<file path="config.mk">
export PLATFORM = sky130hd
export DESIGN_NAME = text_tile_renderer_flat
export DESIGN_NICKNAME = d
export VERILOG_FILES = /design/src/rtl/text_pkg.sv /design/src/rtl/text_tile_renderer_if.sv /design/src/rtl/text_blink_ctrl.sv /design/src/rtl/text_tile_renderer.sv /design/src/flat_wrapper.sv
export SDC_FILE = /design/constraint.sdc
export NUM_CORES = 1
export LEC_CHECK = 0
export ABC_AREA = 1
export CORE_UTILIZATION = 50
export CTS_BUF_LIST = sky130_fd_sc_hd__clkbuf_2 sky130_fd_sc_hd__clkbuf_4 sky130_fd_sc_hd__clkbuf_8
export DETAILED_ROUTE_END_ITERATION = 6
export DONT_BUFFER_PORTS = 1
export HOLD_SLACK_MARGIN = 0.15
export SETUP_SLACK_MARGIN = 0.2
export SLEW_MARGIN = 20
export SYNTH_ARGS = -nofsm -noshare
export SYNTH_HDL_FRONTEND = slang
export SYNTH_SLANG_ARGS = --single-unit
</file>
<file path="constraint.sdc">
create_clock -name clk -period 6.5 [get_ports clk]
set_input_delay 0.975 -clock clk [delete_from_list [all_inputs] [get_ports clk]]
set_output_delay 0.975 -clock clk [all_outputs]
set_load 0.03 [all_outputs]
</file>
<file path="src/rtl/text_pkg.sv">
// Shared definitions for the text overlay: tile geometry, tile word layout
// and the pipeline stage records used by the tile renderer.
package text_pkg;

    localparam int TILE_W     = 16;   // screen pixels per tile edge (8x8 font scaled 2x)
    localparam int FONT_W     = 8;    // font glyph width/height in font pixels
    localparam int DEF_COLS   = 40;   // 640 / TILE_W
    localparam int DEF_ROWS   = 30;   // 480 / TILE_W

    // Tile word field positions, shared with the text writers
    localparam int OCC_BIT    = 8;
    localparam int BLINK_BIT  = 7;
    localparam int GLYPH_MSB  = 5;

    localparam int RAM_ADDR_W = 16;
    localparam int ROM_ADDR_W = GLYPH_MSB + 1 + 3;

    // Stage 1 record: what survives the tile RAM read
    typedef struct packed {
        logic [2:0] frow;
        logic [2:0] fcol;
        logic       inrange;
        logic       video_on;
        logic       hsync;
        logic       vsync;
    } s1_t;

    // Stage 2 record: what survives the font ROM read
    typedef struct packed {
        logic       occ;
        logic       blk;
        logic [2:0] fcol;
        logic       video_on;
        logic       hsync;
        logic       vsync;
    } s2_t;

    // Font pixel index inside a tile: drop the 2x scaling bit
    function automatic logic [2:0] font_sub(input logic [9:0] p);
        return p[3:1];
    endfunction

endpackage

</file>
<file path="src/rtl/text_tile_renderer_if.sv">
// Read port bundle towards the tile RAM and the font ROM (both 1-cycle sync).
interface text_tile_renderer_if;
    import text_pkg::*;

    logic [RAM_ADDR_W-1:0] ram_addr;
    logic [TILE_W-1:0]     ram_dout;
    logic [ROM_ADDR_W-1:0] rom_addr;
    logic [FONT_W-1:0]     rom_data;

    modport master (output ram_addr, output rom_addr, input ram_dout, input rom_data);
    modport slave  (input ram_addr, input rom_addr, output ram_dout, output rom_data);
endinterface

</file>
<file path="src/rtl/text_blink_ctrl.sv">
// Blink phase generator: counts vsync inactive->active edges and toggles the
// phase every BLINK_FRAMES frames, so the phase only ever moves during vsync.
module text_blink_ctrl #(
    parameter int BLINK_FRAMES = 30,
    parameter bit VSYNC_POL    = 1'b0
) (
    input  logic clk,
    input  logic rst_n,
    input  logic vsync,
    output logic blink_phase
);
    localparam int CNT_W = (BLINK_FRAMES > 1) ? $clog2(BLINK_FRAMES) : 1;
    localparam logic [CNT_W-1:0] CNT_LAST = CNT_W'(BLINK_FRAMES - 1);

    logic             vsync_reg;
    logic [CNT_W-1:0] cnt_reg;
    logic             phase_reg;
    logic             frame_edge;

    assign frame_edge  = (vsync == VSYNC_POL) && (vsync_reg != VSYNC_POL);
    assign blink_phase = phase_reg;

    // Edge-detect register, frame counter and phase toggle
    always_ff @(posedge clk or negedge rst_n) begin
        if (!rst_n) begin
            vsync_reg <= ~VSYNC_POL;
            cnt_reg   <= '0;
            phase_reg <= 1'b0;
        end else begin
            vsync_reg <= vsync;
            if (frame_edge) begin
                if (cnt_reg == CNT_LAST) begin
                    cnt_reg   <= '0;
                    phase_reg <= ~phase_reg;
                end else begin
                    cnt_reg <= cnt_reg + CNT_W'(1);
                end
            end
        end
    end
endmodule

</file>
<file path="src/rtl/text_tile_renderer.sv">
// Text tile renderer: pix -> tile RAM read -> font ROM read -> text pixel.
// Three registered stages, one pixel per clock, syncs delayed alongside.
module text_tile_renderer
    import text_pkg::*;
#(
    parameter int COLS         = DEF_COLS,
    parameter int ROWS         = DEF_ROWS,
    parameter int BLINK_FRAMES = 30,
    parameter bit VSYNC_POL    = 1'b0
) (
    input  logic                        clk,
    input  logic                        rst_n,
    input  logic [9:0]                  pix_x,
    input  logic [9:0]                  pix_y,
    input  logic                        video_on,
    input  logic                        hsync,
    input  logic                        vsync,
    text_tile_renderer_if.master        mem,
    output logic                        text_on,
    output logic                        tile_occ,
    output logic                        video_on_d,
    output logic                        hsync_d,
    output logic                        vsync_d
);
    localparam s1_t S1_RST = '{frow: 3'd0, fcol: 3'd0, inrange: 1'b0, video_on: 1'b0,
                               hsync: 1'b1, vsync: ~VSYNC_POL};
    localparam s2_t S2_RST = '{occ: 1'b0, blk: 1'b0, fcol: 3'd0, video_on: 1'b0,
                               hsync: 1'b1, vsync: ~VSYNC_POL};

    logic [5:0]            col;
    logic [5:0]            row;
    logic [RAM_ADDR_W-1:0] addr_sum;
    logic                  inrange;
    logic                  blink_phase;
    logic                  glyph_bit;
    s1_t                   s1_reg;
    s2_t                   s2_reg;
    logic                  unused_bits;

    assign col     = pix_x[9:4];
    assign row     = pix_y[9:4];
    assign inrange = ({1'b0, col} < 7'(COLS)) && ({1'b0, row} < 7'(ROWS));

    // Tile address row*COLS + col as a sum of shifted rows, one term per set bit of COLS
    always_comb begin
        addr_sum = RAM_ADDR_W'(col);
        for (int i = 0; i < 7; i++) begin
            if (COLS[i]) begin
                addr_sum = addr_sum + (RAM_ADDR_W'(row) << i);
            end
        end
    end

    // Addresses are held at zero while reset is asserted
    assign mem.ram_addr = rst_n ? addr_sum : '0;
    assign mem.rom_addr = rst_n ? {mem.ram_dout[GLYPH_MSB:0], s1_reg.frow} : '0;

    // Stage 0 -> 1: capture sub-tile position and controls while the RAM reads
    always_ff @(posedge clk or negedge rst_n) begin
        if (!rst_n) begin
            s1_reg <= S1_RST;
        end else begin
            s1_reg.frow     <= font_sub(pix_y);
            s1_reg.fcol     <= font_sub(pix_x);
            s1_reg.inrange  <= inrange;
            s1_reg.video_on <= video_on;
            s1_reg.hsync    <= hsync;
            s1_reg.vsync    <= vsync;
        end
    end

    // Stage 1 -> 2: decode tile word while the font ROM reads
    always_ff @(posedge clk or negedge rst_n) begin
        if (!rst_n) begin
            s2_reg <= S2_RST;
        end else begin
            s2_reg.occ      <= mem.ram_dout[OCC_BIT] & s1_reg.inrange;
            s2_reg.blk      <= mem.ram_dout[BLINK_BIT];
            s2_reg.fcol     <= s1_reg.fcol;
            s2_reg.video_on <= s1_reg.video_on;
            s2_reg.hsync    <= s1_reg.hsync;
            s2_reg.vsync    <= s1_reg.vsync;
        end
    end

    // Font bit 7 is the leftmost column
    assign glyph_bit = mem.rom_data[3'd7 - s2_reg.fcol];

    // Stage 2 -> out: combine glyph bit, occupancy, blanking and blink
    always_ff @(posedge clk or negedge rst_n) begin
        if (!rst_n) begin
            text_on    <= 1'b0;
            tile_occ   <= 1'b0;
            video_on_d <= 1'b0;
            hsync_d    <= 1'b1;
            vsync_d    <= ~VSYNC_POL;
        end else begin
            text_on    <= s2_reg.video_on & s2_reg.occ & glyph_bit & ~(s2_reg.blk & blink_phase);
            tile_occ   <= s2_reg.video_on & s2_reg.occ;
            video_on_d <= s2_reg.video_on;
            hsync_d    <= s2_reg.hsync;
            vsync_d    <= s2_reg.vsync;
        end
    end

    text_blink_ctrl #(
        .BLINK_FRAMES (BLINK_FRAMES),
        .VSYNC_POL    (VSYNC_POL)
    ) u_blink (
        .clk         (clk),
        .rst_n       (rst_n),
        .vsync       (vsync),
        .blink_phase (blink_phase)
    );

    // Tile word bits [15:9] and [6], and the half-pixel bits, carry no meaning here
    assign unused_bits = ^{mem.ram_dout[TILE_W-1:OCC_BIT+1], mem.ram_dout[6], pix_x[0], pix_y[0]};
endmodule
</file>
<file path="src/flat_wrapper.sv">
// flat-port wrapper written by rule: the top's interface ports become plain ports
module text_tile_renderer_flat import text_pkg::*;
#(
    parameter int COLS         = DEF_COLS,
    parameter int ROWS         = DEF_ROWS,
    parameter int BLINK_FRAMES = 30,
    parameter bit VSYNC_POL    = 1'b0
)
  (clk, rst_n, pix_x, pix_y, video_on, hsync, vsync, text_on, tile_occ, video_on_d, hsync_d, vsync_d, mem_ram_addr, mem_rom_addr, mem_ram_dout, mem_rom_data);
  text_tile_renderer_if mem_i ();
  input  logic clk;
  input  logic rst_n;
  input  logic [9:0] pix_x;
  input  logic [9:0] pix_y;
  input  logic video_on;
  input  logic hsync;
  input  logic vsync;
  output logic text_on;
  output logic tile_occ;
  output logic video_on_d;
  output logic hsync_d;
  output logic vsync_d;
  output wire logic [$bits(mem_i.ram_addr)-1:0] mem_ram_addr;
  output wire logic [$bits(mem_i.rom_addr)-1:0] mem_rom_addr;
  input wire logic [$bits(mem_i.ram_dout)-1:0] mem_ram_dout;
  input wire logic [$bits(mem_i.rom_data)-1:0] mem_rom_data;
  assign mem_ram_addr = mem_i.ram_addr;
  assign mem_rom_addr = mem_i.rom_addr;
  assign mem_i.ram_dout = mem_ram_dout;
  assign mem_i.rom_data = mem_rom_data;
  text_tile_renderer #(.COLS(COLS), .ROWS(ROWS), .BLINK_FRAMES(BLINK_FRAMES), .VSYNC_POL(VSYNC_POL)) u_core (.clk(clk), .rst_n(rst_n), .pix_x(pix_x), .pix_y(pix_y), .video_on(video_on), .hsync(hsync), .vsync(vsync), .mem(mem_i), .text_on(text_on), .tile_occ(tile_occ), .video_on_d(video_on_d), .hsync_d(hsync_d), .vsync_d(vsync_d));
endmodule
</file>
==> qor.csv, run 1 <==
metric;value;unit
min Tclk post-route;4100;ps
CP cell instances;ha_1 -> fa_1 -> nand2_1 -> nand2_1 -> nand2_1 -> xor2_1 -> inv_1 -> ha_1 -> inv_1 -> nand2_1 -> and2_1 -> nand2_1 -> nand2_1 -> nor2_1;
max-cap viol count;0;
Final Hold Vio Count;0;
Area Overhead vs Synth;4.22;%
PD cells;269;nW/um^2
WL final;2490;um
Layout Nets;250;
placed insts;213;
leakage;0.944;nW
r2r endpoint;u_core.u_blink.cnt_reg[2];
pre-CTS setup slack;2390;ps
die height;57.5;um
Mapped Cells;185;
DIE WIDTH;57.5;um
CTS tree;done;
#FFs+latches synth;29;
CP required;5520;ps
clk buf depth;2;
worst vdd ir;0.153;mV
initial DRC count;39;
Tcrit/Tclk final;63.1;%
via count;1115;
Worst-Margin Slew;671;ps
most used cell, CP;nand2_1;
placed cell area;1550;sq um
clk_skew;5.93;ps
Worst R2R Start;u_core.u_blink.cnt_reg[1];
latest clock arrival within the worst-skew pair;310;ps
antenna violations before repair;0;
status;finished, violations left;
DP Wirelength;1960;um
commonest non-fill, non-tap cell in the layout;nand2_1;
non-filler cells, final;221;
H-tree Lvls;2;
first-pass GRT wire length;4280;um
core area;2830;sq um
FMAX;244;MHz
Yosys cell types;23;
CP Max Fanout;4;
delay-heaviest family, CP;simple AND/OR/NAND/NOR gates;
Max Slew Vio Count;0;
Rows;19;
Avg Vias per Cell;5.05;
remaining antenna violation count after routing;0;
number of global-route vias before repair;1096;
failing checks;design-rule violations;
total CTS buffers;5;
Finished Core Util;56.8;%
Final WS setup;2400;ps
HP Class;in2async;
# resized after CTS;0;
wire per inst;11.3;um
Die ar.;3310;sq um
n_diodes;0;
R2R Setup Slk;5290;ps
most frequent cells in the layout;nand2_1 (51), inv_1 (35), dfrtp_1 (23);
CP peak stage delay;420;ps
layout cells sized above 1;9.47;%
num ports;79;
met1 Track Usage GR;19.5;%
worst rel slew slack;55.4;%
largest net degree at the start of global routing;51;
Clk Tree Root Cell;clkbuf_4;
port bufs;0;
WP data arrival;3130;ps
total global-route track usage;17.1;%
post-CTS setup buffer count;0;
GRT overflow;0;
GPL Wtd Cong;0.763;
endpoints failing setup;0;
Buf/Inv on CP;2;
Initial DRT Pass Iterations;6;
Mean Syn Cell Area;8.34;sq um
met3 usage;5.22;%
RSZ-0062 raised after global routing;no;
Worst Setup End Kind;output port;
number of flip-flops in the largest register;10;
Setup TNS;0;ps
register area share after synthesis;47.5;%
clk slew on worst S/H paths;90;ps
# hold bufs at CTS;0;
Design Area, Final;1610;sq um
busiest metal layer after global routing;met2;
Worst Reg-to-Reg Cells;7;
Yosys warning count;0;
Initial Util;54.5;%
Slowest cell on crit path;nor2_1;
CP Launch Type;input port;
Residual DRC;8;
clock sink count;29;
mapped cell area;1540;sq um
CP Class;in2out;
M2 GR Usage;29.9;%
==> synthesized netlist by cell type (all sizes together) <==
master	number	area [sq um]
nand2	52	198
inv	35	131
dfrtp	23	576
nor2	17	66.3
ha	10	125
nand3	9	45.0
a21oi	7	35.0
buf	6	40.0
dfstp	6	158
o21ai	5	25.0
xor2	5	43.8
fa	2	40.0
a31oi	1	6.26
and2	1	6.26
conb	1	3.75
nand4	1	12.5
nor3	1	10.0
nor3b	1	7.51
o21bai	1	7.51
o22ai	1	6.26
==> where the power goes <==
group | total, W | internal (W) | switching [W]
Sequential | 0.000228 | 0.000206 | 0.0000227
Combinational | 0.000103 | 0.0000335 | 0.0000692
Clock | 0.000102 | 0.0000452 | 0.0000563
==> logic make-up after synthesis <==
kind of cell / count (synthesis) / synth area share (%)
AND/OR/NAND/NOR: 82 / 22.4
buffers and inverters: 41 / 11.1
flip-flops: 29 / 47.5
AO/OA/AOI/OAI: 15 / 5.19
adder cells (fa/ha/maj): 12 / 10.7
XOR/XNOR: 5 / 2.84
other: 1 / 0.243
==> routing by layer <==
layer	up-vias	routed length, um
met5	-	0
met4	0	8
met3	2	242
met2	58	1250
met1	494	987
li1	561	-
==> through the flow <==
| step | power, W | hold slack [ps] |
|---|---|---|
| after floorplan | 0.000321 | 331 |
| after global placement | 0.000330 | 334 |
| after detailed placement | 0.000336 | 336 |
| after CTS | 0.000440 | 323 |
| after global routing | 0.000467 | 309 |
| final | 0.000433 | 344 |
==> worst max path at each step <==
stage                  start         endpoint  depth (start not counted)
floorplan           pix_x[7]  mem_ram_addr[8]                         14
global placement    pix_x[7]  mem_ram_addr[8]                         14
detailed placement  pix_x[7]  mem_ram_addr[8]                         14
CTS                 pix_x[7]  mem_ram_addr[8]                         14
global route        pix_x[7]  mem_ram_addr[8]                         14
finish              pix_x[7]  mem_ram_addr[8]                         14
==> layout make-up <==
type | count | area, sq um
Inverter | 35 | 131
Clock inverter | 2 | 10.0
Sequential cell | 29 | 733
Fill cell | 278 | 1220
Tap cell | 31 | 38.8
Clock buffer | 6 | 45.0
Multi-Input combinational cell | 118 | 649
Power figures use the tool's default switching activity.
==> run 2: changes to the inputs <==
==> constraint.sdc (replaced) <==
create_clock -name clk -period 4.2 [get_ports clk]
set_input_delay 0.63 -clock clk [delete_from_list [all_inputs] [get_ports clk]]
set_output_delay 0.63 -clock clk [all_outputs]
set_load 0.03 [all_outputs]
==> run 2 against run 1 <==
Compared with the run above:
- the run still ends with design-rule violations left
- sequential power rose by 55%
- cell count rose by 0.90%
- design area rose by 1.9%
- die area did not move
- sequential share of layout area fell by 0.84 points
- register-to-register slack got worse by 2300 ps
- count of clock-buffer cells in the layout did not move
- critical path depth did not move
- global-route usage rose by 0.48 points
- setup slack got worse by 1600 ps
==> qor.csv, run 2 (same netlist as run 1, synthesis figures left out) <==
metric;value;unit;change
num ports;79;;unchanged
FMAX;293;MHz;
Initial DRT Pass Iterations;6;;unchanged
CP required;3570;ps;-1950 ps
status;finished, violations left;;
total CTS buffers;5;;unchanged
Layout Nets;252;;+0.80%
Final Hold Vio Count;0;;unchanged
CP Class;in2out;;
port bufs;0;;unchanged
Die ar.;3310;sq um;unchanged
number of flip-flops in the largest register;10;;unchanged
wire per inst;11.6;um;+2.6%
CTS tree;done;;
CP Max Fanout;4;;unchanged
Max Slew Vio Count;0;;unchanged
Rows;19;;unchanged
min Tclk post-route;3410;ps;
clock sink count;29;;unchanged
DP Wirelength;1960;um;unchanged
Setup TNS;0;ps;unchanged
n_diodes;0;;unchanged
HP Class;in2reg;;
clk_skew;5.58;ps;-0.349 ps
remaining antenna violation count after routing;0;;unchanged
total power;0.000678;W;+57%
latest clock arrival within the worst-skew pair;310;ps;about the same
number of global-route vias before repair;1119;;+2.1%
antenna violations before repair;0;;unchanged
placed cell area;1550;sq um;unchanged
met1 Track Usage GR;19.7;%;+0.15 points
core area;2830;sq um;unchanged
CP peak stage delay;420;ps;about the same
Comb pwr share;24.6;%;+0.9 points
failing checks;design-rule violations;;
worst vdd ir;0.238;mV;+55%
Worst-Margin Slew;673;ps;+1.87 ps
Hold WS;303;ps;-40.4 ps
Slowest cell on crit path;nor2_1;;
first-pass GRT wire length;4400;um;+2.6%
leakage;0.958;nW;+1.4%
via count;1125;;+0.90%
CP Launch Type;input port;;
initial DRC count;32;;-18%
GPL Wtd Cong;0.763;;unchanged
pre-CTS setup slack;781;ps;-1610 ps
Initial Util;54.5;%;unchanged
Design Area, Final;1640;sq um;+1.9%
# fillers;275;;-1.1%
PD cells;414;nW/um^2;+54%
RSZ-0062 raised after global routing;no;;
Reg power frac;52.2;%;-0.6 points
Tcrit/Tclk final;81.2;%;
Buf/Inv on CP;2;;unchanged
largest net degree at the start of global routing;30;;-41%
CP cell instances;ha_1 -> fa_1 -> nand2_1 -> nand2_1 -> nand2_1 -> xor2_1 -> inv_1 -> ha_1 -> inv_1 -> nand2_1 -> and2_1 -> nand2_1 -> nand2_1 -> nor2_1;;
max-cap viol count;0;;unchanged
delay-heaviest family, CP;simple AND/OR/NAND/NOR gates;;
H-tree Lvls;2;;unchanged
total global-route track usage;17.5;%;+0.48 points
Clk Tree Root Cell;clkbuf_4;;
clk buf depth;2;;unchanged
most used cell, CP;nand2_1;;
M2 GR Usage;31.4;%;+1.5 points
R2R Setup Slk;2990;ps;-2300 ps
Residual DRC;8;;unchanged
die height;57.5;um;unchanged
met3 usage;5.22;%;unchanged
Worst Setup End Kind;output port;;
endpoints failing setup;0;;unchanged
WL final;2580;um;+3.5%
Final WS setup;789;ps;-1610 ps
Internal;0.000443;W;+56%
Net Sw Frac;34.8;%;+0.49 points
Clock Power Share;23.2;%;-0.3 points
worst rel slew slack;55.3;%;-0.12 points
DIE WIDTH;57.5;um;unchanged
clk slew on worst S/H paths;80;ps;about the same
most frequent cells in the layout;nand2_1 (51), inv_1 (35), dfrtp_1 (23);;
Sw Pwr;0.000236;W;+59%
commonest non-fill, non-tap cell in the layout;nand2_1;;
GRT overflow;0;;unchanged
Avg Vias per Cell;5.04;;about the same
busiest metal layer after global routing;met2;;
layout cells sized above 1;9.90;%;+0.42 points
WP data arrival;2780;ps;-350 ps
# resized after CTS;0;;unchanged
Area Overhead vs Synth;6.16;%;
-- run 2: final cells by class --
cell class                 instances  area (sq um)  share of cell area (%)
timing repair buffer               2          30.0                    1.83
clock buffer                       6          45.0                    2.75
sequential                        29           733                    44.8
clock inverter                     2          10.0                   0.611
multi-input combinational        118           649                    39.6
inverter                          35           131                    8.02
tap                               31          38.8                    2.37
-- run 2: power groups by stage --
stage	registers, W	logic, W	clock network, W
after floorplan	0.000351	0.000146	0
after global placement	0.000357	0.000153	0
after detailed placement	0.000358	0.000161	0
after CTS	0.000354	0.000169	0.000167
after global routing	0.000359	0.000192	0.000180
final	0.000354	0.000167	0.000158
-- run 2: worst reg2reg max path, delay by kind of cell, from the launching register on --
kind,cells,cell delay [ps]
flip-flops,1,400
AND/OR/NAND/NOR,4,390
adder cells (fa/ha/maj),1,160
buffers and inverters,2,150
-- run 2: what timing repair did --
action                    4_1_cts  5_1_grt
hold buffers                    2        0
hold endpoints to repair       29        0
buffers inserted                0        0
-- run 2: path summary, 6_finish.rpt --
kind	from	to	cells after the start
max	pix_x[7]	mem_ram_addr[8]	14
max in group asynchronous	rst_n	u_core.s1_reg[0]	2
min in group asynchronous	rst_n	u_core.video_on_d	2
min reg2reg	u_core.s1_reg[6]	u_core.s2_reg[5]	0
max reg2reg	u_core.u_blink.cnt_reg[1]	u_core.u_blink.cnt_reg[2]	7
min	hsync	u_core.s1_reg[1]	0
-- run 2: per-stage QoR --
stage / cells / utilization [%]
after floorplan: 188 / -
after global placement: 213 / 54.9
after detailed placement: 213 / 54.9
after CTS: 223 / 57.9
after global routing: 223 / 57.9
final: 223 / 57.9
-- run 2: layer usage --
metal	up-vias	part of all wire, %
met4	0	0.31
met2	58	51
li1	565	-
met5	-	0
met3	2	9.4
met1	500	39
==> run 3: changes to the inputs <==
--- a/config.mk
+++ b/config.mk
@@ -11,6 +11,7 @@
 export DETAILED_ROUTE_END_ITERATION = 6
 export DONT_BUFFER_PORTS = 1
 export HOLD_SLACK_MARGIN = 0.15
+export PLACE_DENSITY = 0.68
 export SETUP_SLACK_MARGIN = 0.2
 export SLEW_MARGIN = 20
 export SYNTH_ARGS = -nofsm -noshare
==> constraint.sdc (replaced) <==
create_clock -name clk -period 2.9 [get_ports clk]
set_input_delay 0.435 -clock clk [delete_from_list [all_inputs] [get_ports clk]]
set_output_delay 0.435 -clock clk [all_outputs]
set_load 0.03 [all_outputs]
==> run 3 against run 2 <==
Compared with the run above:
- the flow still finishes with violations (design-rule violations)
- count of clock-buffer cells in the layout grew 1
- cell count grew 6.3%
- sequential power grew 44%
- flip-flop and latch count is the same
- design area grew 15%
- die area is the same
- power grew 59%
- global-route usage grew 1.8 points
- first-iteration DRC count shrank 6.3%
- setup slack lost 530 ps
- non-clock buffer count grew 14
- combinational power grew 79%
- critical endpoint unchanged
- largest cell class is now multi-input combinational cells
- largest power group unchanged
==> qor.csv, run 3 (same netlist as run 1, synthesis figures left out) <==
metric;value;unit;change
DIE WIDTH;57.5;um;unchanged
Final Hold Vio Count;0;;unchanged
remaining antenna violation count after routing;0;;unchanged
Clk Tree Root Cell;clkbuf_4;;
H-tree Lvls;2;;unchanged
DP Wirelength;1980;um;+0.98%
Area Overhead vs Synth;22.4;%;
crit path from;pix_y[4];;
CP Launch Type;input port;;
Sw Pwr;0.000365;W;+55%
die height;57.5;um;unchanged
layout cells sized above 1;22.3;%;+12 points
Worst Reg-to-Reg Cells;7;;unchanged
Slowest cell on crit path;fa_2;;
number of flip-flops in the largest register;10;;unchanged
Tcrit/Tclk final;91.1;%;
largest net degree at the start of global routing;30;;unchanged
Worst Setup End Kind;output port;;
delay-heaviest family, CP;adder cells;;
Internal;0.000716;W;+62%
Finished Core Util;66.7;%;+8.8 points
CP cell instances;ha_4 -> fa_2 -> nand2_2 -> nand2_2 -> nand2_2 -> xor2_1 -> inv_1 -> ha_4 -> inv_2 -> nand2_2 -> and2_4 -> nand2_1 -> nand2_1 -> nor2_2 -> buf_6;;
min Tclk post-route;2640;ps;
Comb pwr share;27.7;%;+3.1 points
WHS Path Cells;2;;+2
RSZ-0062 raised after global routing;yes;;
Initial Util;54.5;%;unchanged
Net Sw Frac;33.8;%;-0.98 points
Worst R2R Start;u_core.u_blink.cnt_reg[1];;
n_diodes;0;;unchanged
min-delay src;mem_ram_dout[8];;
total CTS buffers;5;;unchanged
Final WS setup;257;ps;-532 ps
HP Class;in2reg;;
Setup TNS;0;ps;unchanged
endpoints failing setup;0;;unchanged
Reg power frac;47.3;%;-4.9 points
CP Class;in2out;;
Layout Nets;266;;+5.6%
failing checks;design-rule violations;;
PD cells;572;nW/um^2;+38%
clk buf depth;2;;unchanged
most used cell, CP;nand2_2;;
clk_skew;4.30;ps;-1.28 ps
Clock Power Share;25.0;%;+1.8 points
first-pass GRT wire length;4830;um;+9.9%
initial DRC count;30;;-6.3%
CP Max Fanout;4;;unchanged
CP required;2470;ps;-1100 ps
CP peak stage delay;370;ps;-50 ps
GRT overflow;0;;unchanged
number of global-route vias before repair;1207;;+7.9%
pre-CTS setup slack;71.8;ps;-709 ps
core area;2830;sq um;unchanged
WP data arrival;2210;ps;-570 ps
FMAX;378;MHz;
wire per inst;12.1;um;+4.9%
Design Area, Final;1890;sq um;+15%
Buf/Inv on CP;3;;+1
# fillers;236;;-14%
clock sink count;29;;unchanged
Initial DRT Pass Iterations;7;;+1
commonest non-fill, non-tap cell in the layout;nand2_1;;
Die ar.;3310;sq um;unchanged
latest clock arrival within the worst-skew pair;320;ps;about the same
Rows;19;;unchanged
most frequent cells in the layout;nand2_1 (44), inv_1 (34), dfrtp_1 (23);;
num ports;79;;unchanged
antenna violations before repair;0;;unchanged
leakage;1.03;nW;+7.7%
placed cell area;1600;sq um;+2.8%
worst vdd ir;0.227;mV;-4.5%
Critical Path Stages;15;;+1
max-cap viol count;0;;unchanged
WL final;2870;um;+12%
clk slew on worst S/H paths;90;ps;about the same
via count;1208;;+7.4%
Residual DRC;5;;-3
Avg Vias per Cell;5.10;;+1.0%
CTS tree;done;;
status;finished, violations left;;
GPL Wtd Cong;0.693;;-9.2%
total global-route track usage;19.3;%;+1.8 points
Max Slew Vio Count;0;;unchanged
port bufs;0;;unchanged
Hold WS;217;ps;-86.0 ps
==> run 3: cell count changes in the layout (fill, tap and decap cells not counted), sizes merged <==
cell         change
clkinv           -1
buf              +4
dlygate4sd3     +10
clkbuf           +1
==> run 3: stage by stage <==
stage	cells	power [W]
3_3_place_gp	216	0.000750
6_report	237	0.00108
4_1_cts	236	0.00107
2_1_floorplan	188	0.000726
5_1_grt	237	0.00115
3_5_place_dp	216	0.000766
==> run 3: path summary, 6_finish.rpt <==
check	to	slack (ps)
max	mem_ram_addr[8]	260
min	u_core.s2_reg[7]	220
max reg2reg	u_core.u_blink.cnt_reg[2]	1690
min reg2reg	u_core.s2_reg[3]	350
max in group asynchronous	u_core.s2_reg[1]	2120
min in group asynchronous	u_core.text_on	550
==> run 3: power by group through the flow <==
stage	sequential, W	combinational [W]	clock [W]
after floorplan	0.000509	0.000217	0
after global placement	0.000515	0.000235	0
after detailed placement	0.000518	0.000248	0
after CTS	0.000511	0.000277	0.000284
after global routing	0.000521	0.000333	0.000299
final	0.000511	0.000299	0.000270
==> run 3: layout make-up <==
type	count	area (sq um)	share of cell area, %
Sequential cell	29	733	38.8
Timing Repair Buffer	16	168	8.88
Tap cell	31	38.8	2.05
Inverter	35	131	6.96
Multi-Input combinational cell	118	747	39.6
Clock buffer	7	65.1	3.45
Clock inverter	1	5.00	0.265
==> run 3: timing repair <==
action                                  4_1_cts  5_1_grt
endpoints found under the setup margin        5        4
pin swaps                                     1       16
resized for setup                             4       18
endpoints found under the hold margin        39        0
buffers inserted                              0        1
hold buffers                                 12        0
==> run 3: layer usage <==
| layer | global-route usage [%] | part of all wire, % |
|---|---|---|
| met1 | 20.3 | 40 |
| met2 | 35.9 | 52 |
| met3 | 4.99 | 6.5 |
| met4 | 8.36 | 1.8 |
| met5 | 0 | 0 |
